**src/rtl/rs_issue_queue_if.sv**
```systemverilog
// rtl/rs_issue_queue_if.sv - shared widths/types and the RS<->FU issue/wakeup interface
//
// rs_pkg          : fu_op_t, nzcv_t, cond_t and the operand/ROB widths.
// rs_issue_queue_if:
//   in_fu_done / in_fu_dst_rob_index / in_fu_value  FU completion broadcast (wakeup)
//   in_alu_ready / in_ls_ready                      FU can accept ALU / LS op
//   out_alu_*                                       ALU issue bundle (start pulse + operands)
//   out_ls_*                                        LS issue bundle (start pulse + operands)
//   modport master : reservation station (initiator)
//   modport slave  : functional-unit block

`ifndef GPR_SIZE
`define GPR_SIZE 32
`endif
`ifndef ROB_IDX_SIZE
`define ROB_IDX_SIZE 4
`endif

package rs_pkg;
    localparam int GPR_W = `GPR_SIZE;
    localparam int ROB_W = `ROB_IDX_SIZE;

    typedef enum logic [3:0] {
        FU_PLUS  = 4'd0,
        FU_MINUS = 4'd1,
        FU_AND   = 4'd2,
        FU_ORR   = 4'd3,
        FU_CSEL  = 4'd4,
        FU_LDR   = 4'd5,
        FU_STR   = 4'd6
    } fu_op_t;

    typedef logic [3:0] nzcv_t;
    typedef logic [3:0] cond_t;
endpackage

interface rs_issue_queue_if;
    import rs_pkg::*;

    logic                 in_fu_done;
    logic [ROB_W-1:0]     in_fu_dst_rob_index;
    logic [GPR_W-1:0]     in_fu_value;

    logic                 in_alu_ready;
    logic                 in_ls_ready;

    logic                 out_alu_start;
    fu_op_t               out_alu_op;
    logic [GPR_W-1:0]     out_alu_val_a;
    logic [GPR_W-1:0]     out_alu_val_b;
    logic [ROB_W-1:0]     out_alu_dst_rob_index;
    logic                 out_alu_set_nzcv;
    nzcv_t                out_alu_nzcv;
    cond_t                out_alu_cond_codes;

    logic                 out_ls_start;
    fu_op_t               out_ls_op;
    logic [GPR_W-1:0]     out_ls_val_a;
    logic [GPR_W-1:0]     out_ls_val_b;
    logic [ROB_W-1:0]     out_ls_dst_rob_index;

    modport master (
        input  in_fu_done, in_fu_dst_rob_index, in_fu_value,
        input  in_alu_ready, in_ls_ready,
        output out_alu_start, out_alu_op, out_alu_val_a, out_alu_val_b,
        output out_alu_dst_rob_index, out_alu_set_nzcv, out_alu_nzcv, out_alu_cond_codes,
        output out_ls_start, out_ls_op, out_ls_val_a, out_ls_val_b, out_ls_dst_rob_index
    );

    modport slave (
        output in_fu_done, in_fu_dst_rob_index, in_fu_value,
        output in_alu_ready, in_ls_ready,
        input  out_alu_start, out_alu_op, out_alu_val_a, out_alu_val_b,
        input  out_alu_dst_rob_index, out_alu_set_nzcv, out_alu_nzcv, out_alu_cond_codes,
        input  out_ls_start, out_ls_op, out_ls_val_a, out_ls_val_b, out_ls_dst_rob_index
    );
endinterface

```
**src/rtl/rs_issue_queue.sv**
```systemverilog
// rtl/rs_issue_queue.sv - Tomasulo reservation-station issue queue (collapsing, oldest-first)
//
// Ports:
//   in_clk, in_rst_n        clock, async active-low reset
//   in_flush                synchronous squash of all entries
//   in_disp_*               dispatch request and decoded micro-op fields
//   out_disp_full           registered queue-full flag; dispatch ignored while high
//   fu (master)             completion-bus wakeup, FU ready inputs, ALU/LS issue bundles

module rs_issue_queue
    import rs_pkg::*;
#(
    parameter int NUM_ENTRIES = 8
) (
    input  logic                 in_clk,
    input  logic                 in_rst_n,
    input  logic                 in_flush,
    input  logic                 in_disp_valid,
    input  logic                 in_disp_is_ls,
    input  fu_op_t               in_disp_op,
    input  logic [GPR_W-1:0]     in_disp_val_a,
    input  logic [GPR_W-1:0]     in_disp_val_b,
    input  logic                 in_disp_a_ready,
    input  logic                 in_disp_b_ready,
    input  logic [ROB_W-1:0]     in_disp_a_tag,
    input  logic [ROB_W-1:0]     in_disp_b_tag,
    input  logic [ROB_W-1:0]     in_disp_dst_rob_index,
    input  logic                 in_disp_set_nzcv,
    input  nzcv_t                in_disp_nzcv,
    input  cond_t                in_disp_cond,
    output logic                 out_disp_full,
    rs_issue_queue_if.master     fu
);

    localparam int CNT_W = $clog2(NUM_ENTRIES + 1);
    localparam int IDX_W = $clog2(NUM_ENTRIES);

    typedef struct packed {
        logic             is_ls;
        fu_op_t           op;
        logic [GPR_W-1:0] val_a;
        logic [GPR_W-1:0] val_b;
        logic             a_rdy;
        logic             b_rdy;
        logic [ROB_W-1:0] a_tag;
        logic [ROB_W-1:0] b_tag;
        logic [ROB_W-1:0] dst;
        logic             set_nzcv;
        nzcv_t            nzcv;
        cond_t            cond;
    } entry_t;

    // Validity is implied by position: entries [0, count-1] are live.
    entry_t            q     [NUM_ENTRIES];
    entry_t            q_nxt [NUM_ENTRIES];
    entry_t            woke  [NUM_ENTRIES];
    entry_t            disp_e;
    entry_t            sel_e;
    logic [CNT_W-1:0]  count;
    logic [CNT_W-1:0]  count_nxt;
    logic [CNT_W-1:0]  disp_pos;
    logic [IDX_W-1:0]  sel_idx;
    logic              found;
    logic              issue;
    logic              accept;

    always_comb begin
        disp_e    = '0;
        sel_idx   = '0;
        found     = 1'b0;
        issue     = 1'b0;
        accept    = 1'b0;
        disp_pos  = count;
        count_nxt = count;
        sel_e     = '0;
        for (int i = 0; i < NUM_ENTRIES; i++) begin
            woke[i]  = q[i];
            q_nxt[i] = q[i];
        end

        // Incoming op, with a same-edge completion captured as a bypass.
        disp_e.is_ls    = in_disp_is_ls;
        disp_e.op       = in_disp_op;
        disp_e.val_a    = in_disp_val_a;
        disp_e.val_b    = in_disp_val_b;
        disp_e.a_rdy    = in_disp_a_ready;
        disp_e.b_rdy    = in_disp_b_ready;
        disp_e.a_tag    = in_disp_a_tag;
        disp_e.b_tag    = in_disp_b_tag;
        disp_e.dst      = in_disp_dst_rob_index;
        disp_e.set_nzcv = in_disp_set_nzcv;
        disp_e.nzcv     = in_disp_nzcv;
        disp_e.cond     = in_disp_cond;
        if (fu.in_fu_done && !in_disp_a_ready && in_disp_a_tag == fu.in_fu_dst_rob_index) begin
            disp_e.val_a = fu.in_fu_value;
            disp_e.a_rdy = 1'b1;
        end
        if (fu.in_fu_done && !in_disp_b_ready && in_disp_b_tag == fu.in_fu_dst_rob_index) begin
            disp_e.val_b = fu.in_fu_value;
            disp_e.b_rdy = 1'b1;
        end

        // Wakeup snoop on every stored entry; dead slots are harmless.
        for (int i = 0; i < NUM_ENTRIES; i++) begin
            if (fu.in_fu_done && !q[i].a_rdy && q[i].a_tag == fu.in_fu_dst_rob_index) begin
                woke[i].val_a = fu.in_fu_value;
                woke[i].a_rdy = 1'b1;
            end
            if (fu.in_fu_done && !q[i].b_rdy && q[i].b_tag == fu.in_fu_dst_rob_index) begin
                woke[i].val_b = fu.in_fu_value;
                woke[i].b_rdy = 1'b1;
            end
        end

        // Oldest-first select on pre-edge state; one issue across both classes.
        for (int i = 0; i < NUM_ENTRIES; i++) begin
            if (!found && CNT_W'(i) < count && q[i].a_rdy && q[i].b_rdy &&
                (q[i].is_ls ? fu.in_ls_ready : fu.in_alu_ready)) begin
                found   = 1'b1;
                sel_idx = IDX_W'(i);
            end
        end
        sel_e  = q[sel_idx];
        issue  = found && !in_flush;
        accept = in_disp_valid && !out_disp_full && !in_flush;

        for (int i = 0; i < NUM_ENTRIES; i++) begin
            q_nxt[i] = woke[i];
        end
        if (issue) begin
            for (int i = 0; i < NUM_ENTRIES - 1; i++) begin
                if (IDX_W'(i) >= sel_idx) begin
                    q_nxt[i] = woke[i + 1];
                end
            end
        end

        // With a simultaneous issue the tail has moved down one slot.
        disp_pos = issue ? count - CNT_W'(1) : count;
        if (accept) begin
            q_nxt[IDX_W'(disp_pos)] = disp_e;
        end

        if (in_flush) begin
            count_nxt = '0;
        end else begin
            count_nxt = count - CNT_W'(issue) + CNT_W'(accept);
        end
    end

    always_ff @(posedge in_clk or negedge in_rst_n) begin
        if (!in_rst_n) begin
            for (int i = 0; i < NUM_ENTRIES; i++) begin
                q[i] <= '0;
            end
            count                    <= '0;
            out_disp_full            <= 1'b0;
            fu.out_alu_start         <= 1'b0;
            fu.out_alu_op            <= FU_PLUS;
            fu.out_alu_val_a         <= '0;
            fu.out_alu_val_b         <= '0;
            fu.out_alu_dst_rob_index <= '0;
            fu.out_alu_set_nzcv      <= 1'b0;
            fu.out_alu_nzcv          <= '0;
            fu.out_alu_cond_codes    <= '0;
            fu.out_ls_start          <= 1'b0;
            fu.out_ls_op             <= FU_PLUS;
            fu.out_ls_val_a          <= '0;
            fu.out_ls_val_b          <= '0;
            fu.out_ls_dst_rob_index  <= '0;
        end else begin
            for (int i = 0; i < NUM_ENTRIES; i++) begin
                q[i] <= q_nxt[i];
            end
            count            <= count_nxt;
            out_disp_full    <= (count_nxt == CNT_W'(NUM_ENTRIES));
            fu.out_alu_start <= issue && !sel_e.is_ls;
            fu.out_ls_start  <= issue && sel_e.is_ls;
            if (issue && !sel_e.is_ls) begin
                fu.out_alu_op            <= sel_e.op;
                fu.out_alu_val_a         <= sel_e.val_a;
                fu.out_alu_val_b         <= sel_e.val_b;
                fu.out_alu_dst_rob_index <= sel_e.dst;
                fu.out_alu_set_nzcv      <= sel_e.set_nzcv;
                fu.out_alu_nzcv          <= sel_e.nzcv;
                fu.out_alu_cond_codes    <= sel_e.cond;
            end
            if (issue && sel_e.is_ls) begin
                fu.out_ls_op            <= sel_e.op;
                fu.out_ls_val_a         <= sel_e.val_a;
                fu.out_ls_val_b         <= sel_e.val_b;
                fu.out_ls_dst_rob_index <= sel_e.dst;
            end
        end
    end

endmodule
```
**src/flat_wrapper.sv**
```systemverilog
// flat-port wrapper written by rule: the top's interface ports become plain ports
module rs_issue_queue_flat import rs_pkg::*;
#(
    parameter int NUM_ENTRIES = 8
)
  (in_clk, in_rst_n, in_flush, in_disp_valid, in_disp_is_ls, in_disp_op, in_disp_val_a, in_disp_val_b, in_disp_a_ready, in_disp_b_ready, in_disp_a_tag, in_disp_b_tag, in_disp_dst_rob_index, in_disp_set_nzcv, in_disp_nzcv, in_disp_cond, out_disp_full, fu_in_fu_done, fu_in_fu_dst_rob_index, fu_in_fu_value, fu_in_alu_ready, fu_in_ls_ready, fu_out_alu_start, fu_out_alu_op, fu_out_alu_val_a, fu_out_alu_val_b, fu_out_alu_dst_rob_index, fu_out_alu_set_nzcv, fu_out_alu_nzcv, fu_out_alu_cond_codes, fu_out_ls_start, fu_out_ls_op, fu_out_ls_val_a, fu_out_ls_val_b, fu_out_ls_dst_rob_index);
  rs_issue_queue_if fu_i ();
  input  logic in_clk;
  input  logic in_rst_n;
  input  logic in_flush;
  input  logic in_disp_valid;
  input  logic in_disp_is_ls;
  input  fu_op_t in_disp_op;
  input  logic [GPR_W-1:0] in_disp_val_a;
  input  logic [GPR_W-1:0] in_disp_val_b;
  input  logic in_disp_a_ready;
  input  logic in_disp_b_ready;
  input  logic [ROB_W-1:0] in_disp_a_tag;
  input  logic [ROB_W-1:0] in_disp_b_tag;
  input  logic [ROB_W-1:0] in_disp_dst_rob_index;
  input  logic in_disp_set_nzcv;
  input  nzcv_t in_disp_nzcv;
  input  cond_t in_disp_cond;
  output logic out_disp_full;
  input wire logic [$bits(fu_i.in_fu_done)-1:0] fu_in_fu_done;
  input wire logic [$bits(fu_i.in_fu_dst_rob_index)-1:0] fu_in_fu_dst_rob_index;
  input wire logic [$bits(fu_i.in_fu_value)-1:0] fu_in_fu_value;
  input wire logic [$bits(fu_i.in_alu_ready)-1:0] fu_in_alu_ready;
  input wire logic [$bits(fu_i.in_ls_ready)-1:0] fu_in_ls_ready;
  output wire logic [$bits(fu_i.out_alu_start)-1:0] fu_out_alu_start;
  output wire logic [$bits(fu_i.out_alu_op)-1:0] fu_out_alu_op;
  output wire logic [$bits(fu_i.out_alu_val_a)-1:0] fu_out_alu_val_a;
  output wire logic [$bits(fu_i.out_alu_val_b)-1:0] fu_out_alu_val_b;
  output wire logic [$bits(fu_i.out_alu_dst_rob_index)-1:0] fu_out_alu_dst_rob_index;
  output wire logic [$bits(fu_i.out_alu_set_nzcv)-1:0] fu_out_alu_set_nzcv;
  output wire logic [$bits(fu_i.out_alu_nzcv)-1:0] fu_out_alu_nzcv;
  output wire logic [$bits(fu_i.out_alu_cond_codes)-1:0] fu_out_alu_cond_codes;
  output wire logic [$bits(fu_i.out_ls_start)-1:0] fu_out_ls_start;
  output wire logic [$bits(fu_i.out_ls_op)-1:0] fu_out_ls_op;
  output wire logic [$bits(fu_i.out_ls_val_a)-1:0] fu_out_ls_val_a;
  output wire logic [$bits(fu_i.out_ls_val_b)-1:0] fu_out_ls_val_b;
  output wire logic [$bits(fu_i.out_ls_dst_rob_index)-1:0] fu_out_ls_dst_rob_index;
  assign fu_i.in_fu_done = fu_in_fu_done;
  assign fu_i.in_fu_dst_rob_index = fu_in_fu_dst_rob_index;
  assign fu_i.in_fu_value = fu_in_fu_value;
  assign fu_i.in_alu_ready = fu_in_alu_ready;
  assign fu_i.in_ls_ready = fu_in_ls_ready;
  assign fu_out_alu_start = fu_i.out_alu_start;
  assign fu_out_alu_op = fu_i.out_alu_op;
  assign fu_out_alu_val_a = fu_i.out_alu_val_a;
  assign fu_out_alu_val_b = fu_i.out_alu_val_b;
  assign fu_out_alu_dst_rob_index = fu_i.out_alu_dst_rob_index;
  assign fu_out_alu_set_nzcv = fu_i.out_alu_set_nzcv;
  assign fu_out_alu_nzcv = fu_i.out_alu_nzcv;
  assign fu_out_alu_cond_codes = fu_i.out_alu_cond_codes;
  assign fu_out_ls_start = fu_i.out_ls_start;
  assign fu_out_ls_op = fu_i.out_ls_op;
  assign fu_out_ls_val_a = fu_i.out_ls_val_a;
  assign fu_out_ls_val_b = fu_i.out_ls_val_b;
  assign fu_out_ls_dst_rob_index = fu_i.out_ls_dst_rob_index;
  rs_issue_queue #(.NUM_ENTRIES(NUM_ENTRIES)) u_core (.in_clk(in_clk), .in_rst_n(in_rst_n), .in_flush(in_flush), .in_disp_valid(in_disp_valid), .in_disp_is_ls(in_disp_is_ls), .in_disp_op(in_disp_op), .in_disp_val_a(in_disp_val_a), .in_disp_val_b(in_disp_val_b), .in_disp_a_ready(in_disp_a_ready), .in_disp_b_ready(in_disp_b_ready), .in_disp_a_tag(in_disp_a_tag), .in_disp_b_tag(in_disp_b_tag), .in_disp_dst_rob_index(in_disp_dst_rob_index), .in_disp_set_nzcv(in_disp_set_nzcv), .in_disp_nzcv(in_disp_nzcv), .in_disp_cond(in_disp_cond), .out_disp_full(out_disp_full), .fu(fu_i));
endmodule
```
**config.mk**
```make
export PLATFORM = sky130hd
export DESIGN_NAME = rs_issue_queue_flat
export DESIGN_NICKNAME = d
export VERILOG_FILES = /design/src/rtl/rs_issue_queue_if.sv /design/src/rtl/rs_issue_queue.sv /design/src/flat_wrapper.sv
export SDC_FILE = /design/constraint.sdc
export NUM_CORES = 2
export LEC_CHECK = 0
export ABC_CLOCK_PERIOD_IN_PS = 9900
export CORE_ASPECT_RATIO = 0.9
export CORE_MARGIN = 5
export CORE_UTILIZATION = 35
export CTS_CLUSTER_SIZE = 12
export DETAILED_ROUTE_END_ITERATION = 7
export PLACE_DENSITY_LB_ADDON = 0.2
export SYNTH_ARGS = -nofsm -noshare
export SYNTH_HDL_FRONTEND = slang
export SYNTH_SLANG_ARGS = --single-unit
```
**constraint.sdc**
```tcl
create_clock -name in_clk -period 9.9 [get_ports in_clk]
set_input_delay 1.485 -clock in_clk [delete_from_list [all_inputs] [get_ports in_clk]]
set_output_delay 1.485 -clock in_clk [all_outputs]
set_load 0.05 [all_outputs]
```
### Word-level counts from Yosys, hierarchy flattened

Index checks and enable logic that the tools add are counted.

* register bits after elaboration: 896
* input port bits: 135
* output and inout bits: 156
* logic and storage cells: 330

* add/sub/neg operators: 3
* order comparisons: 18
* eq/ne operators: 19
* multiplexer cells: 76
* bitwise operators: 2
* reductions and logical operators: 101

Operator list (count)
* two-way mux 92 bit: 10
* bitwise mux 736 bit: 1
* two-way mux 736 bit: 1
* two-way mux 644 bit: 1
* two-way mux 32 bit: 18
* binary-select mux 92 bit (select 3 bit): 1
* demux 92 bit (select 3 bit): 1
* logical AND 1 bit: 73
* equality test 4 bit: 18
* two-way mux 1 bit: 35
* logical NOT 1 bit: 28
* less-than comparator 3 x 4 -> 1 bit (first input constant): 4
* two-way mux 3 bit: 5
* greater-or-equal comparator 3 bit (first input constant): 3
* greater-or-equal comparator 4 bit (second input constant): 2
* less-than comparator 1 x 4 -> 1 bit (first input constant): 2
* less-than comparator 2 x 4 -> 1 bit (first input constant): 2
* NOT 3 -> 4 bit: 2
* greater-or-equal comparator 1 x 3 -> 1 bit (first input constant): 2
* greater-or-equal comparator 2 x 3 -> 1 bit (first input constant): 2
* adder 4 x 1 -> 4 bit: 1
* equality test 4 bit (second input constant): 1
* less-than comparator 4 x 1 -> 1 bit (second input constant): 1
* two-way mux 2 bit: 2
* 3 further kinds: 3

### Logic depth before layout (Yosys ltp)

* depth in word-level cells: 56
* gate-level depth with buffers: 16
* mapped depth without buffers: 15

### Least setup slack after synthesis

Ideal clock, no wire load.

* path kind: input to register
* from: input fu_in_ls_ready
* to: register u_core.out_disp_full
* library setup time: 105 ps
* arrival time: 4012 ps
* data required time: 9795 ps
* setup slack: 5783 ps
* stages: 13
* path buffers: 2
* cells stage by stage: clkbuf_2 mux2i_1 o32a_1 buf_2 a41o_1 inv_2 ha_1 inv_1 ha_1 fa_1 xnor2_1 nor2_1 nor4b_1

* longest elaborated chain between the ends: 50
* elaborated cells between the ends (all ways): 57
* classes of those cells: add/sub (2); eq/ne (1); mux (17); reduce/logical (37)

RTL lines
* from (decl): line flat_wrapper.sv:29 `input wire logic [$bits(fu_i.in_ls_ready)-1:0] fu_in_ls_ready;`
* two-way mux 1 bit: line rs_issue_queue.sv:118 `(q[i].is_ls ? fu.in_ls_ready : fu.in_alu_ready)) begin`
* logical AND 1 bit: line rs_issue_queue.sv:117 `if (!found && CNT_W'(i) < count && q[i].a_rdy && q[i].b_rdy &&`
* two-way mux 1 bit: line rs_issue_queue.sv:117
* logical NOT 1 bit: line rs_issue_queue.sv:117
* logical AND 1 bit (4 in a row): line rs_issue_queue.sv:117
* two-way mux 1 bit: line rs_issue_queue.sv:117
* logical NOT 1 bit: line rs_issue_queue.sv:117
* logical AND 1 bit (4 in a row): line rs_issue_queue.sv:117
* [... 26 more ...]
* logical AND 1 bit (4 in a row): line rs_issue_queue.sv:117
* two-way mux 1 bit (*): line rs_issue_queue.sv:117
* logical AND 1 bit (*): line rs_issue_queue.sv:124 `issue = found && !in_flush;`
* subtractor 4 x 1 -> 4 bit (*): line rs_issue_queue.sv:147 `count_nxt = count - CNT_W'(issue) + CNT_W'(accept);`
* adder 4 x 1 -> 4 bit (*): line rs_issue_queue.sv:147
* two-way mux 4 bit (*): line rs_issue_queue.sv:144 `if (in_flush) begin`
* via u_core.count_nxt[2]: line rs_issue_queue.sv:60 `logic [CNT_W-1:0] count_nxt;`
* equality test 4 bit (*): line rs_issue_queue.sv:176 `out_disp_full <= (count_nxt == CNT_W'(NUM_ENTRIES));`
* to (signal assigned): line rs_issue_queue.sv:176
* to (decl): line rs_issue_queue.sv:31 `output logic out_disp_full,`

Mark *: on every way through the listed nets, which the timed path passes. The rest lies on a longest branch.
A chain may end at the register's enable or synchronous reset.

==> flow_summary.yaml <==
synthesis:
  synth.area.top_cells: "dfrtp_1 45%, mux2i_1 14%, mux2_2 7.7%"
  seq_area_frac_synth: 0.4512
  async_flop_share: 1.000
  synth_cell_type_count: 65
  synth_area_per_cell_um2: 10.89
  synth-edff-count: 0
  yosys_warnings: 0
  synth_top_area_frac: 0.4512
  synth_seq_cells: 896
  synth_top_cell_by_area: "dfrtp_1"
  syn_area_mm2: 0.04969
  synth_ff_type: "dfrtp_1"
  synth_cells: 4565
  synthesis.nets: 4710
floorplan:
  ioPinCount: 291
  die-height_um: 367.5
  coreArea_mm2: 0.1415
  die_width_um: 407.2
  rows: 131
  die-area_mm2: 0.1496
  initial_utilization: 0.3513
clocking:
  ctsResizeCount: 0
  post-cts-setup-buffers: 0
  path_clk_slew_ps: 60
  h-tree-depth: 3
  tritoncts: "yes"
  cts_root_buffer: "clkbuf_16"
  cts_buffers: 108
  cts_buffer_depth: 3
  clock_latency_ps: 760
  cts_sinks: 896
  postCtsHoldBufs: 0
critical_path:
  cpMostUsedCell: "nor2_4"
  cp-start-kind: "input pin"
  end_kind: "register"
  cp_data_arrival_time_ps: 6970
  cp_slowest_cell: "nor2_4"
  crit_fanout: 56
  critPathMaxStageDelay_ps: 990
  critPathKind: "input pin to register"
  worstPathCellList: "clkdlybuf4s50_1, mux2i_1, a211oi_1, nor2_4, a41o_4, inv_2, ha_1, inv_1, nand2_1, nor2_4, buf_12, mux2_2"
  worstPathRequired_ps: 10520
route:
  viasPerCell: 6.347
  postRouteAntennaNets: 0
  post_drt_wl_per_cell_um: 31.43
  remaining_drc_errors: 0
  firstDrtPassIters: 6
  vias: 41496
  drtIter0Drc: 4216
  routed_wl_um: 205500
sta:
  period_minus_slack_ps: 6348
  finalCritPeriodShare: 0.6412
  slew_headroom: 0.1275
  final_hold_viol_count: 0
  timing_worst_slew_pin_value_ps: 1309
  fin_skew_ps: 29.96
  whs_ps: 524.0
  setup_tns_ps: 0
  finalSetupViolCount: 0
  timing.fmax_mhz: 157.5
  final_max_slew_viol_count: 0
  grt_setup_unrepaired: "false"
power:
  power.internal_mw: 12.32
  combPwrFrac: 0.527
  ir_drop_v: 0.0002834
  clockPowerShare: 0.181
  switching_share: 0.4560
  p_per_area_mw_per_mm2: 391.4
  power_frac_seq: 0.293
  leakage_nw: 24.92
  power.switching_mw: 10.33
  power_mw: 22.66
layout:
  register_area_mm2: 0.02242
  nets: 4733
  fillCellCount: 13522
  multi_input_area_mm2: 0.02548
  post_route_cells_drive_above_1_share: 0.1510
  syn2layout_area_growth_pct: 16.49
flow_run:
  cap_viol_max_count: 0
global_routing:
  grt_pass1_vias: 42434
  overflow: 0
  grt_pass1_wl_um: 299800
  track_usage: 0.2647
  grt_antenna_before_repair: 9
  grt_max_degree: 176
hold_path:
  worst_hold_path_type: "register to register"
placement:
  gp_congestion: 0.7967
  dp_hpwl_um: 111400
  portBuffers: 290
run_status:
  status: "finished, final reports clean"
[worst max-delay path: cells and delay by family]
kind            cells  cell delay [ps]
mux                 2              610
simple gates        3             2000
fa+ha+maj           1              420
compound gates      2             1020
buf+inv             4             1360
[path summary, 6_finish.rpt]
check | startpoint | endpoint | slack (ps) | cells past startpoint
setup / recovery | fu_in_ls_ready | register | 3550 | 12
hold / removal | register | register | 520 | 1
setup reg to reg | u_core.count[2] | u_core.fu.out_alu_val_b[5] | 3850 | 12
hold reg to reg | register | register | 520 | 1
max in group asynchronous | in_rst_n | u_core.q[261] | 6790 | 3
min in group asynchronous | in_rst_n | u_core.q[108] | 830 | 1
[routing by layer]
layer / global-route usage / up-vias / wire length [um]
met4: 0.09493 / 10 / 7647
met5: 0 / - / 64
li1: - / 17584 / -
met2: 0.4157 / 2051 / 92400
met1: 0.3603 / 21339 / 88570
met3: 0.05788 / 512 / 16800
[cells in the mapped netlist (all sizes together) (5+ instances only)]
cell type and n:
a211oi 158, a21oi 362, a222oi 11, a22o 352, a2bb2oi 153, a31oi 8
buf 186, clkbuf 309, clkinv 5, dfrtp 896, ha 9, inv 35
mux2 352, mux2i 720, nand2 31, nand2b 36, nand3 17, nor2 61
nor2b 11, nor3 98, o21ai 246, o221ai 36, o22a 64, o22ai 185
or3 144, xnor2 26, xor2 5
[cell type report]
| type | instances | share of cell area |
|---|---|---|
| Antenna cell | 1 | 0.00004323 |
| Clock inverter | 34 | 0.006571 |
| Clock buffer | 163 | 0.05561 |
| Multi-Input combinational cell | 3134 | 0.4401 |
| Tap cell | 1862 | 0.04024 |
| Inverter | 40 | 0.002637 |
| Timing Repair Buffer | 408 | 0.06748 |
| Sequential cell | 896 | 0.3873 |
[registers in the layout, summed over array words and instances, names as in the netlist, named ones only]
| name | flops |
|---|---|
| u_core.fu.out_ls_val_a | 32 |
| u_core.fu.out_alu_dst_rob_index | 4 |
| u_core.fu.out_alu_nzcv | 4 |
| u_core.fu.out_alu_start | 1 |
| u_core.fu.out_ls_dst_rob_index | 4 |
| u_core.fu.out_ls_val_b | 32 |
| u_core.fu.out_alu_val_b | 32 |
| u_core.count | 4 |
| u_core.out_disp_full | 1 |
| u_core.fu.out_alu_cond_codes | 4 |
| u_core.fu.out_alu_set_nzcv | 1 |
| u_core.q | 710 |
| u_core.fu.out_ls_start | 1 |
| u_core.fu.out_alu_val_a | 32 |
| u_core.fu.out_alu_op | 4 |
| u_core.fu.out_ls_op | 4 |
[layout by cell type, fill, tap and decap left out, types with 34 or more instances in the layout]
cell type	Yosys	routed
mux2i_1	715	712
a22o_1	352	352
o21ai_0	245	245
o22a_1	64	64
o221ai_1	36	36
clkdlybuf4s50_1	0	289
nor2_1	58	40
or3_1	144	144
nand2b_1	36	34
clkbuf_16	0	108
a2bb2oi_1	153	153
a211oi_1	158	158
buf_4	15	109
dfrtp_1	896	896
a21oi_1	361	359
nor3_1	98	94
o22ai_1	185	185
mux2_2	342	341
[kinds of logic (layout without fill, tap and decap cells)]
family,Yosys count,after routing,share of synthesized area
DFF,896,896,0.4512
and+or+nand+nor,420,420,0.04615
AOI/OAI and AO/OA,1601,1601,0.2239
buffers and inverters,535,645,0.04550
adders and majority gates,10,10,0.002669
muxes,1072,1072,0.2252
xor gates and xnor gates,31,31,0.005464
other,0,1,0
[power by group through the flow]
stage	Sequential, mW	Clock, mW	Combinational, mW
2_1_floorplan	7.33	0	7.10
3_3_place_gp	6.63	0	11.6
3_5_place_dp	6.61	0	11.8
4_1_cts	6.58	4.17	11.8
5_1_grt	6.81	4.31	12.7
6_report	6.63	4.10	11.9
[per-stage QoR]
step                      instances  utilization  worst slack, ps  cell area (um2)
final                          6538       0.4093             3552            57890
after detailed placement       6340       0.3838             2818            54290
after floorplan                4565            -             5783            49690
after global routing           6538       0.4093             3228            57890
after global placement         6340       0.3838             2911            54290
after CTS                      6537       0.4092             3615            57890
Power figures use the tool's default switching activity.
